<file path="config.mk">
export PLATFORM = sky130hd
export DESIGN_NAME = arp_responder
export DESIGN_NICKNAME = d
export VERILOG_FILES = /design/src/rtl/arp_pkg.sv /design/src/rtl/arp_tx_gen.sv /design/src/rtl/arp_responder.sv
export SDC_FILE = /design/constraint.sdc
export NUM_CORES = 1
export LEC_CHECK = 0
export BUFFER_PORTS_ARGS = -buffer_cell sky130_fd_sc_hd__buf_2
export CAP_MARGIN = 20
export CORE_MARGIN = 2
export CORE_UTILIZATION = 60
export CTS_CLUSTER_DIAMETER = 80
export DETAILED_ROUTE_END_ITERATION = 6
export GPL_ROUTABILITY_DRIVEN = 0
export MAX_ROUTING_LAYER = met4
export PLACE_DENSITY = 0.81
export SETUP_SLACK_MARGIN = 0.3
export SYNTH_ARGS = -nofsm -noshare
export SYNTH_HDL_FRONTEND = slang
export SYNTH_SLANG_ARGS = --single-unit
</file>
<file path="constraint.sdc">
create_clock -name clk -period 4.15 [get_ports clk]
set_input_delay 0.6225 -clock clk [delete_from_list [all_inputs] [get_ports clk]]
set_output_delay 0.6225 -clock clk [all_outputs]
set_load 0.05 [all_outputs]
</file>
<file path="src/rtl/arp_pkg.sv">
// ARP field constants, frame offsets and responder state encoding.
// Build option ARP_PAD_EN pads the reply to the 60-byte Ethernet minimum.
package arp_pkg;
    localparam logic [15:0] ETHERTYPE_ARP = 16'h0806;
    localparam logic [15:0] HTYPE_ETH     = 16'h0001;
    localparam logic [15:0] PTYPE_IPV4    = 16'h0800;
    localparam logic [7:0]  HLEN_ETH      = 8'h06;
    localparam logic [7:0]  PLEN_IPV4     = 8'h04;
    localparam logic [15:0] OPER_REQUEST  = 16'h0001;
    localparam logic [15:0] OPER_REPLY    = 16'h0002;

    localparam logic [5:0] OFF_SRC   = 6'd6;
    localparam logic [5:0] OFF_ETYPE = 6'd12;
    localparam logic [5:0] OFF_SHA   = 6'd22;
    localparam logic [5:0] OFF_SPA   = 6'd28;
    localparam logic [5:0] OFF_TPA   = 6'd38;
    localparam logic [5:0] ARP_LEN   = 6'd42;
    localparam logic [5:0] IDX_MAX   = 6'd63;

`ifdef ARP_PAD_EN
    localparam logic [5:0] REPLY_LEN = 6'd60;
`else
    localparam logic [5:0] REPLY_LEN = 6'd42;
`endif

    typedef enum logic {
        ST_RX = 1'b0,
        ST_TX = 1'b1
    } state_e;
endpackage

</file>
<file path="src/rtl/arp_tx_gen.sv">
// Purpose: ARP reply byte sequencer (byte counter + field mux); pads with zeros under ARP_PAD_EN.
// Latency: first byte valid in the same cycle active rises (active is a registered state bit).
// Backpressure: counter advances only on tx_valid && tx_ready; outputs hold while stalled.
module arp_tx_gen
    import arp_pkg::*;
#(
    parameter logic [47:0] LOCAL_MAC = 48'h00_0A_35_00_00_01,
    parameter logic [31:0] LOCAL_IP  = 32'hC0A8_010A
) (
    input  logic        clk,
    input  logic        reset_n,
    input  logic        active,
    input  logic [47:0] sha,
    input  logic [31:0] spa,
    input  logic        tx_ready,
    output logic [7:0]  tx_data,
    output logic        tx_valid,
    output logic        tx_last
);
    logic [5:0]             cnt_q;
    logic                   at_end;
    logic [ARP_LEN*8-1:0]   reply_vec;
    logic [ARP_LEN*8-1:0]   reply_sh;

    assign at_end = (cnt_q == REPLY_LEN - 6'd1);

    always_ff @(posedge clk or negedge reset_n) begin
        if (!reset_n) begin
            cnt_q <= 6'd0;
        end else if (!active) begin
            cnt_q <= 6'd0;
        end else if (tx_ready) begin
            cnt_q <= at_end ? 6'd0 : cnt_q + 6'd1;
        end
    end

    // Whole ARP reply as one vector; shifting by the byte count brings the current byte to the top.
    always_comb begin
        reply_vec = {sha, LOCAL_MAC, ETHERTYPE_ARP, HTYPE_ETH, PTYPE_IPV4, HLEN_ETH, PLEN_IPV4,
                     OPER_REPLY, LOCAL_MAC, LOCAL_IP, sha, spa};
        reply_sh  = reply_vec << {cnt_q, 3'b000};
        tx_valid  = active;
        tx_last   = active && at_end;
        tx_data   = 8'h00;
        if (active && (cnt_q < ARP_LEN)) begin
            tx_data = reply_sh[ARP_LEN*8-1 -: 8];
        end
    end
endmodule

</file>
<file path="src/rtl/arp_responder.sv">
// Purpose: ARP request parser and reply engine for LOCAL_MAC/LOCAL_IP; ARP_PAD_EN pads reply to 60 bytes.
// Latency: reply tx_valid rises one cycle after the accepted rx_last.
// Backpressure: none on rx (bytes arriving during a reply are dropped); tx uses valid/ready.
module arp_responder
    import arp_pkg::*;
#(
    parameter logic [47:0] LOCAL_MAC = 48'h00_0A_35_00_00_01,
    parameter logic [31:0] LOCAL_IP  = 32'hC0A8_010A
) (
    input  logic        clk,
    input  logic        reset_n,
    input  logic [7:0]  rx_data,
    input  logic        rx_valid,
    input  logic        rx_last,
    input  logic        rx_error,
    output logic [7:0]  tx_data,
    output logic        tx_valid,
    output logic        tx_last,
    input  logic        tx_ready,
    output logic [15:0] req_count
);
    state_e      state_q, state_d;
    logic [5:0]  idx_q;
    logic        bad_q, bc_ok_q, lm_ok_q;
    logic [47:0] sha_q;
    logic [31:0] spa_q;

    logic        rx_take, accept, byte_bad, chk, is_dst;
    logic        bc_ok_d, lm_ok_d;
    logic [7:0]  exp_byte;
    logic [79:0] hdr_sh;
    logic [47:0] mac_sh;
    logic [31:0] ip_sh;

    assign rx_take = rx_valid && (state_q == ST_RX);

    // Per-byte header check against the expected request fields.
    always_comb begin
        hdr_sh   = {ETHERTYPE_ARP, HTYPE_ETH, PTYPE_IPV4, HLEN_ETH, PLEN_IPV4, OPER_REQUEST}
                   << {idx_q - OFF_ETYPE, 3'b000};
        mac_sh   = LOCAL_MAC << {idx_q, 3'b000};
        ip_sh    = LOCAL_IP << {idx_q - OFF_TPA, 3'b000};
        chk      = 1'b0;
        exp_byte = 8'h00;
        if ((idx_q >= OFF_ETYPE) && (idx_q < OFF_SHA)) begin
            chk      = 1'b1;
            exp_byte = hdr_sh[79:72];
        end else if ((idx_q >= OFF_TPA) && (idx_q < ARP_LEN)) begin
            chk      = 1'b1;
            exp_byte = ip_sh[31:24];
        end
        is_dst   = (idx_q < OFF_SRC);
        byte_bad = rx_error || (chk && (rx_data != exp_byte));
        bc_ok_d  = bc_ok_q && (!is_dst || (rx_data == 8'hFF));
        lm_ok_d  = lm_ok_q && (!is_dst || (rx_data == mac_sh[47:40]));
        accept   = rx_take && rx_last && !bad_q && !byte_bad && (bc_ok_q || lm_ok_q)
                   && (idx_q >= ARP_LEN - 6'd1);
    end

    always_comb begin
        state_d = state_q;
        case (state_q)
            ST_RX: if (accept) state_d = ST_TX;
            ST_TX: if (tx_valid && tx_ready && tx_last) state_d = ST_RX;
            default: state_d = ST_RX;
        endcase
    end

    always_ff @(posedge clk or negedge reset_n) begin
        if (!reset_n) begin
            state_q <= ST_RX;
        end else begin
            state_q <= state_d;
        end
    end

    // Every rx_last in RX closes the frame, so the index is already 0 while a reply runs.
    always_ff @(posedge clk or negedge reset_n) begin
        if (!reset_n) begin
            idx_q     <= 6'd0;
            bad_q     <= 1'b0;
            bc_ok_q   <= 1'b1;
            lm_ok_q   <= 1'b1;
            sha_q     <= 48'h0;
            spa_q     <= 32'h0;
            req_count <= 16'h0;
        end else begin
            if (rx_take) begin
                if (rx_last) begin
                    idx_q   <= 6'd0;
                    bad_q   <= 1'b0;
                    bc_ok_q <= 1'b1;
                    lm_ok_q <= 1'b1;
                end else begin
                    idx_q   <= (idx_q == IDX_MAX) ? idx_q : idx_q + 6'd1;
                    bad_q   <= bad_q || byte_bad;
                    bc_ok_q <= bc_ok_d;
                    lm_ok_q <= lm_ok_d;
                end
                if ((idx_q >= OFF_SHA) && (idx_q < OFF_SPA)) begin
                    sha_q <= {sha_q[39:0], rx_data};
                end
                if ((idx_q >= OFF_SPA) && (idx_q < OFF_SPA + 6'd4)) begin
                    spa_q <= {spa_q[23:0], rx_data};
                end
            end
            if (accept) begin
                req_count <= req_count + 16'd1;
            end
        end
    end

    arp_tx_gen #(
        .LOCAL_MAC (LOCAL_MAC),
        .LOCAL_IP  (LOCAL_IP)
    ) u_tx_gen (
        .clk      (clk),
        .reset_n  (reset_n),
        .active   (state_q == ST_TX),
        .sha      (sha_q),
        .spa      (spa_q),
        .tx_ready (tx_ready),
        .tx_data  (tx_data),
        .tx_valid (tx_valid),
        .tx_last  (tx_last)
    );
endmodule
</file>
# ---- Yosys cells after proc, flatten, opt, wreduce, memory -nomap -nowiden
# Index checks and enable logic that the tools add are counted.
dict set report totals {
  output_inout_bits 26
  input_bits 14
  register_bits 112
}
dict set report classes {
  n_shift 4
  n_reduce_logical 28
  n_bitwise 1
  eq_ne 7
  add_sub_neg 5
  magnitude_cmp 11
  muxes 16
}
# cell count
set op_table {}
lappend op_table {{left shift 336 x 9 -> 336 bit} 1}
lappend op_table {{left shift 76 x 9 -> 80 bit, first input constant} 1}
lappend op_table {{left shift 36 x 9 -> 48 bit, first input constant} 1}
lappend op_table {{left shift 32 x 9 -> 32 bit, first input constant} 1}
lappend op_table {{two-way mux 6 bit} 5}
lappend op_table {{two-way mux 8 bit} 3}
lappend op_table {{< comparator 6 bit, second input constant} 3}
lappend op_table {{logical AND 1 bit} 17}
lappend op_table {{adder 16 x 1 -> 16 bit, second input constant} 1}
lappend op_table {{adder 6 x 1 -> 6 bit, second input constant} 2}
lappend op_table {{equality test 6 bit, second input constant} 2}
lappend op_table {{>= comparator 6 x 5 -> 1 bit, second input constant} 2}
lappend op_table {{>= comparator 6 bit, second input constant} 2}
lappend op_table {{< comparator 6 x 5 -> 1 bit, second input constant} 2}
lappend op_table {{equality test 8 bit} 1}
lappend op_table {{equality test 8 bit, second input constant} 1}
lappend op_table {{!= test 8 bit} 1}
lappend op_table {{two-way mux 1 bit} 7}
lappend op_table {{>= comparator 6 x 4 -> 1 bit, second input constant} 1}
lappend op_table {{< comparator 6 x 3 -> 1 bit, second input constant} 1}
lappend op_table {{AND reduction 2 bit} 3}
lappend op_table {{subtractor 6 x 4 -> 6 bit, second input constant} 1}
lappend op_table {{subtractor 6 bit, second input constant} 1}
lappend op_table {{logical OR 1 bit} 5}
lappend op_table {{other kinds (4)} 7}

# ---- Depth between registers and ports, before layout
# Gate-level depths: netlist (run 1).
dict set report depth {
  depth_word 13
  ltp_mapped 12
  mapped_depth_nobuf 10
}

# ---- Modules after synthesis
# Synthesis (run 1) repeated with hierarchy kept, for this count alone.
dict set report hier_totals {
  hier_cells 568
  area_unflattened_um2 6372.4
}
# module instances area_per_inst_um2 cells_each
set modules_own_cells {}
lappend modules_own_cells {arp_responder 1 4814.6 374}
lappend modules_own_cells {arp_tx_gen 1 1557.7 194}

# ---- Worst setup path before layout (run 1)
# Ideal clock, no wire load.
dict set report synth_timing {
  kind {reg-to-output}
  startpoint {reg u_tx_gen.cnt_q[0]}
  endpoint {out tx_data[3]}
  t_arrival_ns 3.028
  slack_ns 0.499
  path_stages_with_launch 10
  required_time_ns 3.527
  path_buffers 4
  path_cell_list {dfrtp_1 buf_2 clkbuf_1 buf_2 buf_2 mux2i_1 nor2_1 a21oi_1 o21a_1 nor3_1}
}
dict set report synth_via {
  elab_chain_len 3
  elab_cells_between_ends 4
}
# item line_no
set synth_lines {}
lappend synth_lines {{start, declared} arp_tx_gen.sv:20} ;# logic [5:0] cnt_q;
lappend synth_lines {{start signal, assigned} arp_tx_gen.sv:33} ;# cnt_q <= at_end ? 6'd0 : cnt_q + 6'd1;
lappend synth_lines {{parallel branches: the longest is 2 deep, another holds left shift 336 x 9 -> 336 bit} --}
lappend synth_lines {{two-way mux 8 bit (*)} arp_tx_gen.sv:45} ;# if (active && (cnt_q < ARP_LEN)) begin
lappend synth_lines {{end, declared} arp_responder.sv:16} ;# output logic [7:0] tx_data,
# Mark *: on every way between the ends.

# ---- Worst setup path in the final report (run 1)
dict set report layout_timing {
  startpoint {reg idx_q[2]}
  endpoint {reg req_count[1]}
}
dict set report layout_via {
  elab_chain_len 11
  elab_cells_between_ends 22
}
# item line_no
set layout_lines {}
lappend layout_lines {{start, declared} arp_responder.sv:23} ;# logic [5:0] idx_q;
lappend layout_lines {{start signal, assigned} arp_responder.sv:95} ;# idx_q <= (idx_q == IDX_MAX) ? idx_q : idx_q + 6'd1;
lappend layout_lines {{subtractor 6 bit (tied with other cells)} arp_responder.sv:42} ;# ip_sh = LOCAL_IP << {idx_q - OFF_TPA, 3'b000};
lappend layout_lines {{left shift 32 x 9 -> 32 bit / logical AND 1 bit (equally long branches)} {arp_responder.sv:42, arp_responder.sv:48}}
lappend layout_lines {{two-way mux 8 bit} arp_responder.sv:48} ;# end else if ((idx_q >= OFF_TPA) && (idx_q < ARP_LEN)) begin
lappend layout_lines {{two-way mux 8 bit} arp_responder.sv:45} ;# if ((idx_q >= OFF_ETYPE) && (idx_q < OFF_SHA)) begin
lappend layout_lines {{!= test 8 bit} arp_responder.sv:53} ;# byte_bad = rx_error || (chk && (rx_data != exp_byte));
lappend layout_lines {{logical AND 1 bit} arp_responder.sv:53}
lappend layout_lines {{logical OR 1 bit} arp_responder.sv:53}
lappend layout_lines {{logical NOT 1 bit} arp_responder.sv:56} ;# accept = rx_take && rx_last && !bad_q && !byte_bad && (bc_ok_q || lm_ok_q)
lappend layout_lines {{logical AND 1 bit (2 in a row)} arp_responder.sv:56}
lappend layout_lines {{logical AND 1 bit (*)} arp_responder.sv:57} ;# && (idx_q >= ARP_LEN - 6'd1);
lappend layout_lines {{end signal, assigned} arp_responder.sv:108} ;# req_count <= req_count + 16'd1;
lappend layout_lines {{end, declared} arp_responder.sv:20} ;# output logic [15:0] req_count
# Every way passes the cells marked *; elsewhere a longest branch is shown, timed or not.
# A chain may end at the register's enable or synchronous reset.

==> reports/summary.md, run 1 <==
### Outcome
- **status** finished clean

### Timing
- **Final Setup Violations** 0
- **setup repair after global routing missed its margin** no
- **share of the cycle needed by the critical path after routing** 0.837
- **Clock Skew** 0.0132 ns
- **Rel. slew slack** 0.447
- **transition at the pin with the smallest max-transition slack** 0.830 ns
- **Total Neg Setup Slack** 0 ns
- **pins over their slew limit** 0
- **Hold Fails Final Rpt** 0
- **achievable clock frequency** 0.288 GHz
- **time the final worst path needs with I/O delays and setup** 3.47 ns

### CTS
- **CTS tree** done
- **clock transition at the registers of the reported paths** 0.11 ns
- **clock root buffer master** clkbuf_8
- **H-tree Lvls** 3
- **CTS buffer count** 9
- **maximum clock insertion buffer count** 2
- **worst skew pair latency** 0.37 ns
- **count of hold buffers inserted by post-cts repair** 0
- **clock tree sinks** 112

### GRT
- **largest net degree at the start of global routing** 86
- **GRT Total Usage** 0.247
- **initial antenna violation count** 0
- **via count of the first global-routing pass** 4460
- **GRT Residual Overflow** 0
- **wire length of the first global-routing pass** 21600 µm

### Route
- **total number of vias** 4574
- **detailed-route DRC error count** 0
- **ANT nets after route** 0
- **number of design-rule violations left by the first detailed-router iteration** 234
- **TritonRoute pass-1 iters** 5
- **detailed-route wire length** 13000 µm
- **final routed wire length divided by cell count** 17.6 µm
- **Vias/cell** 6.19

### Synth
- **Post-synth EDFFs** 0
- **post-synth net total** 609
- **cell type with the largest total area after synthesis** dfrtp_1
- **flip-flop cell with the highest count after synthesis** dfrtp_1
- **cell types with the largest area share after synthesis** dfrtp_1, mux2_2, mux4_2
- **proportion of register bits with asynchronous set or reset after synthesis** 1.00
- **Distinct cells, synth** 65
- **Syn Area/Cell** 10.9 µm²
- **sequential area share after synthesis** 0.442
- **area fraction of the dominant cell type after synthesis** 0.434
- **total of flip-flops plus latches after synthesis** 112
- **Yosys warning count** 0
- **cell area after synthesis** 6340 µm²
- **Syn Inst Count** 580

### Die
- **initial standard-cell utilization of the core** 0.617
- **chip width** 107 µm
- **Die Footprint** 11400 µm²
- **core area** 10300 µm²
- **Top-Level Pins** 40
- **num rows** 37
- **Chip Height** 107 µm

### Worst setup path
- **Critical Path Source Type** flop
- **crit-path max FO** 18
- **type of destination of the critical path** flop
- **critical path start-end classification** flop to flop
- **Crit path required time** 4.42 ns
- **Data arrival, critical path** 3.75 ns

### Pwr
- **power density normalized to cell area** 283 nW/µm²
- **largest vdd supply drop** 0.219 mV
- **Leakage** 3.13 nW
- **overall power after layout** 0.00193 W

### Finish
- **most frequent standard cell in the layout excluding fill and tap cells** dfrtp_1
- **commonest cells after routing, fill and taps aside** dfrtp_1, mux2_2, nor2_1
- **fraction of final layout cells with drive strength greater than 1** 0.287
- **NumNets Final** 627
- **ANT cells** 0
- **total of fill cells in the finished design** 815
- **growth of design area from synthesis to finish** 7.72%

### Min path
- **type of the tightest min-delay check** input pin to asynchronous set/reset pin

### Run
- **number of violations of the max-capacitance limit** 0

### Place
- **count of port buffers added during placement** 39
- **total half-perimeter wirelength after legalization and detailed placement** 9060 µm

==> routing by layer <==
layer | GRT usage | part of all wire
met5 | - | 0
met1 | 0.324 | 0.42
met3 | 0.0383 | 0.055
met4 | 0.0928 | 0.022
met2 | 0.392 | 0.50
==> repair_timing <==
| item | 4_1_cts | 5_1_grt |
|---|---|---|
| setup buffers | 0 | 0 |
| hold endpoints to repair | 0 | 0 |
| endpoints found under the setup margin | 0 | 4 |
| resized for setup | 0 | 1 |
==> worst max-delay path, cell delays in order (launching register included) <==
cell,delay (ns)
dfrtp_1,0.60
ha_1,0.42
nor2_1,0.25
nand4_1,0.28
nor3_1,0.40
nor2_1,0.12
o311ai_2,0.31
a41oi_4,0.34
nor2_1,0.30
mux2_2,0.36
==> metrics by stage <==
stage               instance area [µm²]  setup slack (ns)   util  cells  hold WS (ns)
global placement                   6580             0.781  0.640    721         0.453
global route                       6830             0.412  0.665    739         0.221
CTS                                6780             0.421  0.660    737         0.456
detailed placement                 6580             0.732  0.640    721         0.455
finish                             6830             0.678  0.665    739         0.198
floorplan                          6340             0.499      -    580         0.327
==> area by class of cell <==
class	instances	area (µm²)	area share
multi-input cells	416	3320	0.486
inverters	13	48.8	0.00714
repair buffers	46	283	0.0414
clock buffers	10	128	0.0187
flip-flops and latches	112	2810	0.411
clock inverters	6	75.1	0.0110
well taps	136	170	0.0249
==> worst paths after layout <==
path	startpoint	endpoint	slack (ns)	cells after the start
hold / removal	reset_n	sha_q[35]	0.20	1
setup reg to reg	idx_q[2]	req_count[1]	0.68	9
hold reg to reg	req_count[15]	req_count[15]	0.47	1
setup / recovery	idx_q[2]	req_count[1]	0.68	9
max in group asynchronous	reset_n	spa_q[13]	3.11	3
min in group clk	req_count[15]	req_count[15]	0.47	1
==> cells in the mapped netlist, types with 4 or more instances <==
cell      count
dfrtp_1     110
mux2_2       86
nor2_1       40
nand2_1      36
clkbuf_1     28
a21oi_1      25
o21ai_0      23
nand3_1      20
nor3_1       19
mux2i_1      18
xor2_1       16
ha_1         15
inv_1        11
mux4_2       10
a22oi_1       8
buf_2         6
nand4_1       6
o21a_1        6
xnor2_1       6
a31oi_1       5
and2_1        5
nor2b_1       5
nor4_1        5
and3_1        4
nand2b_1      4
==> power by group <==
group,total [W],internal [W],switching (W)
clock,0.000661,0.000289,0.000371
combinational,0.000129,0.0000476,0.0000812
sequential,0.00114,0.00111,0.0000320
total,0.00193,0.00145,0.000485
==> state kept, by name, indices dropped and copies added, names as in the netlist <==
register / count
u_tx_gen.cnt_q: 6
idx_q: 6
req_count: 16
spa_q: 32
lm_ok_q: 1
bc_ok_q: 1
sha_q: 48
bad_q: 1
state_q: 1
==> cells by family (layout without fill, tap and decap cells) <==
logic type	after synthesis	count (layout)	synth area share
flops	112	112	0.442
fa+ha+maj	15	15	0.0296
buf+inv	52	75	0.0349
mux	114	114	0.217
xor+xnor	22	22	0.0304
simple gates	163	163	0.134
compound gates	102	102	0.112
No activity file was read; power rests on OpenSTA's default activity.
==> run 2, diff against run 1 <==
ABC_AREA = 1   (was default)
CORE_UTILIZATION = 55   (was 60)
PLACE_DENSITY = 0.78   (was 0.81)
clock period = 2.8 ns   (was 4.15 ns; I/O delays follow)
==> run 2 against run 1 <==
Compared with the run above:
- non-clock buffer count up 48
- sequential power up 72%
- cell count up 45%
- clock power up 100%
- worst setup slack worse by 0.65 ns
- clock skew down 0.0039 ns
- wire length up 36%
- critical path type is now flop to output port
- sequential cell count unchanged
- count of clock-buffer cells in the layout down 1
- first-iteration DRC count up 130%
- total power rose to 3.5 times the previous value
==> reports/summary.md, run 2 <==
### Die
- **num rows** 39
- **chip width** 113 µm
- **Top-Level Pins** 40
- **Die Footprint** 12700 µm²
- **core area** 11500 µm²
- **Chip Height** 113 µm
- **initial standard-cell utilization of the core** 0.566

### Timing
- **Rel. slew slack** 0.451
- **post-layout worst setup margin** 0.0306 ns
- **pins over their slew limit** 0
- **time the final worst path needs with I/O delays and setup** 2.77 ns
- **final-layout worst hold slack** 0.0760 ns
- **Clock Skew** 0.00922 ns
- **setup repair after global routing missed its margin** yes
- **Hold Fails Final Rpt** 0
- **share of the cycle needed by the critical path after routing** 0.989
- **Final Setup Violations** 0
- **achievable clock frequency** 0.361 GHz
- **transition at the pin with the smallest max-transition slack** 0.815 ns

### Worst setup path
- **critical path start-end classification** flop to output port
- **type of destination of the critical path** output port
- **Data arrival, critical path** 2.35 ns
- **Crit path required time** 2.38 ns
- **crit-path max FO** 5
- **Critical Path Source Type** flop

### Synth
- **Post-synth EDFFs** 0
- **proportion of register bits with asynchronous set or reset after synthesis** 1.00
- **post-synth net total** 886
- **area fraction of the dominant cell type after synthesis** 0.424
- **total of flip-flops plus latches after synthesis** 112
- **Yosys warning count** 0
- **flip-flop cell with the highest count after synthesis** dfrtp_1
- **cell types with the largest area share after synthesis** dfrtp_1, nand2_1, o21ai_0
- **Syn Inst Count** 857
- **Syn Area/Cell** 7.58 µm²
- **cell area after synthesis** 6490 µm²
- **library cell with the highest instance count after synthesis** nand2_1
- **sequential area share after synthesis** 0.432
- **Distinct cells, synth** 47
- **Commonest cells post-synth** nand2_1, dfrtp_1, o21ai_0, inv_1, nor2_1
- **cell type with the largest total area after synthesis** dfrtp_1

### CTS
- **worst skew pair latency** 0.36 ns
- **clock root buffer master** clkbuf_16
- **clock transition at the registers of the reported paths** 0.08 ns
- **maximum clock insertion buffer count** 2
- **count of hold buffers inserted by post-cts repair** 0
- **CTS buffer count** 9
- **CTS tree** done
- **clock tree sinks** 112
- **H-tree Lvls** 3

### Route
- **detailed-route wire length** 17700 µm
- **final routed wire length divided by cell count** 16.5 µm
- **total number of vias** 6209
- **ANT nets after route** 0
- **number of design-rule violations left by the first detailed-router iteration** 530
- **detailed-route DRC error count** 0
- **Vias/cell** 5.79
- **TritonRoute pass-1 iters** 7

### Place
- **minimum setup slack after placement** 0.101 ns
- **total half-perimeter wirelength after legalization and detailed placement** 11200 µm
- **count of port buffers added during placement** 39

### Finish
- **leading registers by flop count** sha_q (48), spa_q (32), req_count (16)
- **most frequent standard cell in the layout excluding fill and tap cells** nand2_1
- **commonest cells after routing, fill and taps aside** nand2_1, dfrtp_1, o21ai_0
- **max FFs per register** 48
- **NumNets Final** 953
- **fraction of final layout cells with drive strength greater than 1** 0.247
- **growth of design area from synthesis to finish** 24.2%
- **final cell utilization of the core** 0.703
- **register with the most flip-flops** sha_q

### GRT
- **GRT Residual Overflow** 0
- **largest net degree at the start of global routing** 75
- **via count of the first global-routing pass** 5398
- **GRT Total Usage** 0.272
- **wire length of the first global-routing pass** 26700 µm
- **initial antenna violation count** 1

### Outcome
- **status** finished clean

### Run
- **number of violations of the max-capacitance limit** 0

### Min path
- **type of the tightest min-delay check** input pin to asynchronous set/reset pin

### Pwr
- **Leakage** 3.92 nW
- **largest vdd supply drop** 1.24 mV
- **power density normalized to cell area** 835 nW/µm²
- **overall power after layout** 0.00674 W

run 2: changes by cell type in the layout (fill, tap and decap cells not counted), sizes merged, moves of 6 or more:
cell   before  now
nand2      36  199
o21ai      23  104
mux2       86   10
inv        16   89
nor2       40   90
a21oi      25   71
buf        46   91
nand4       6   28
mux2i      18    0
nand3      20   37
nor3       19    7
mux4       10    0
a22oi       8    1
xor2       16   10
run 2: stage by stage:
| stage | cells | setup TNS, ns | area, µm² |
|---|---|---|---|
| after floorplan | 857 | 0 | 6580 |
| after global placement | 1024 | 0 | 6990 |
| after detailed placement | 1024 | 0 | 6990 |
| after CTS | 1053 | 0 | 7550 |
| after global routing | 1073 | -0.0199 | 8070 |
| final | 1073 | 0 | 8070 |
run 2: area by class of cell:
type,instances,area [µm²]
multi-input cells,617,3600
well taps,143,179
repair buffers,94,805
clock buffers,9,225
repair inverters,1,7.51
fillers,879,3400
flip-flops and latches,112,2810
diodes,1,2.50
clock inverters,7,78.8
inverters,89,352
run 2: worst paths after layout:
check | from | slack [ns] | cells after the start | to
setup / recovery | u_tx_gen.cnt_q[1] | 0.03 | 9 | tx_data[5]
hold / removal | reset_n | 0.08 | 1 | spa_q[2]
setup reg to reg | idx_q[3] | 0.38 | 16 | req_count[10]
hold reg to reg | lm_ok_q | 0.46 | 2 | lm_ok_q
max in group asynchronous | reset_n | 1.95 | 2 | u_tx_gen.cnt_q[1]
min in group clk | rx_last | 0.38 | 4 | idx_q[0]
run 2: routing by layer:
metal,wire (µm),GRT usage,part of all wire
met2,8630,0.426,0.49
met3,1260,0.0653,0.071
met4,597,0.104,0.034
met5,0,-,0
met1,7200,0.343,0.41
run 2: kinds of logic after synthesis:
kind of cell	synth area share
mux	0.0173
flops	0.432
xor+xnor	0.0243
simple gates	0.246
buf+inv	0.0798
fa+ha+maj	0.0289
compound gates	0.171
run 2: report_power, final:
group / internal, W / switching, W
clock network: 0.000708 / 0.000633
registers: 0.00176 / 0.000205
logic: 0.00134 / 0.00210
run 2: critical path: stages, from the launching register on:
cell	delay, ns
dfrtp_2	0.51
clkinvlp_4	0.26
buf_6	0.18
buf_6	0.12
ha_4	0.17
nand2_4	0.07
inv_4	0.05
o211ai_1	0.30
a31oi_4	0.15
buf_6	0.18
run 2: repair_timing:
action | 4_1_cts | 5_1_grt
pin swaps | 7 | 36
endpoints found under the setup margin | 26 | 26
resized for setup | 53 | 95
cloned | 2 | 3
buffers inserted | 11 | 16
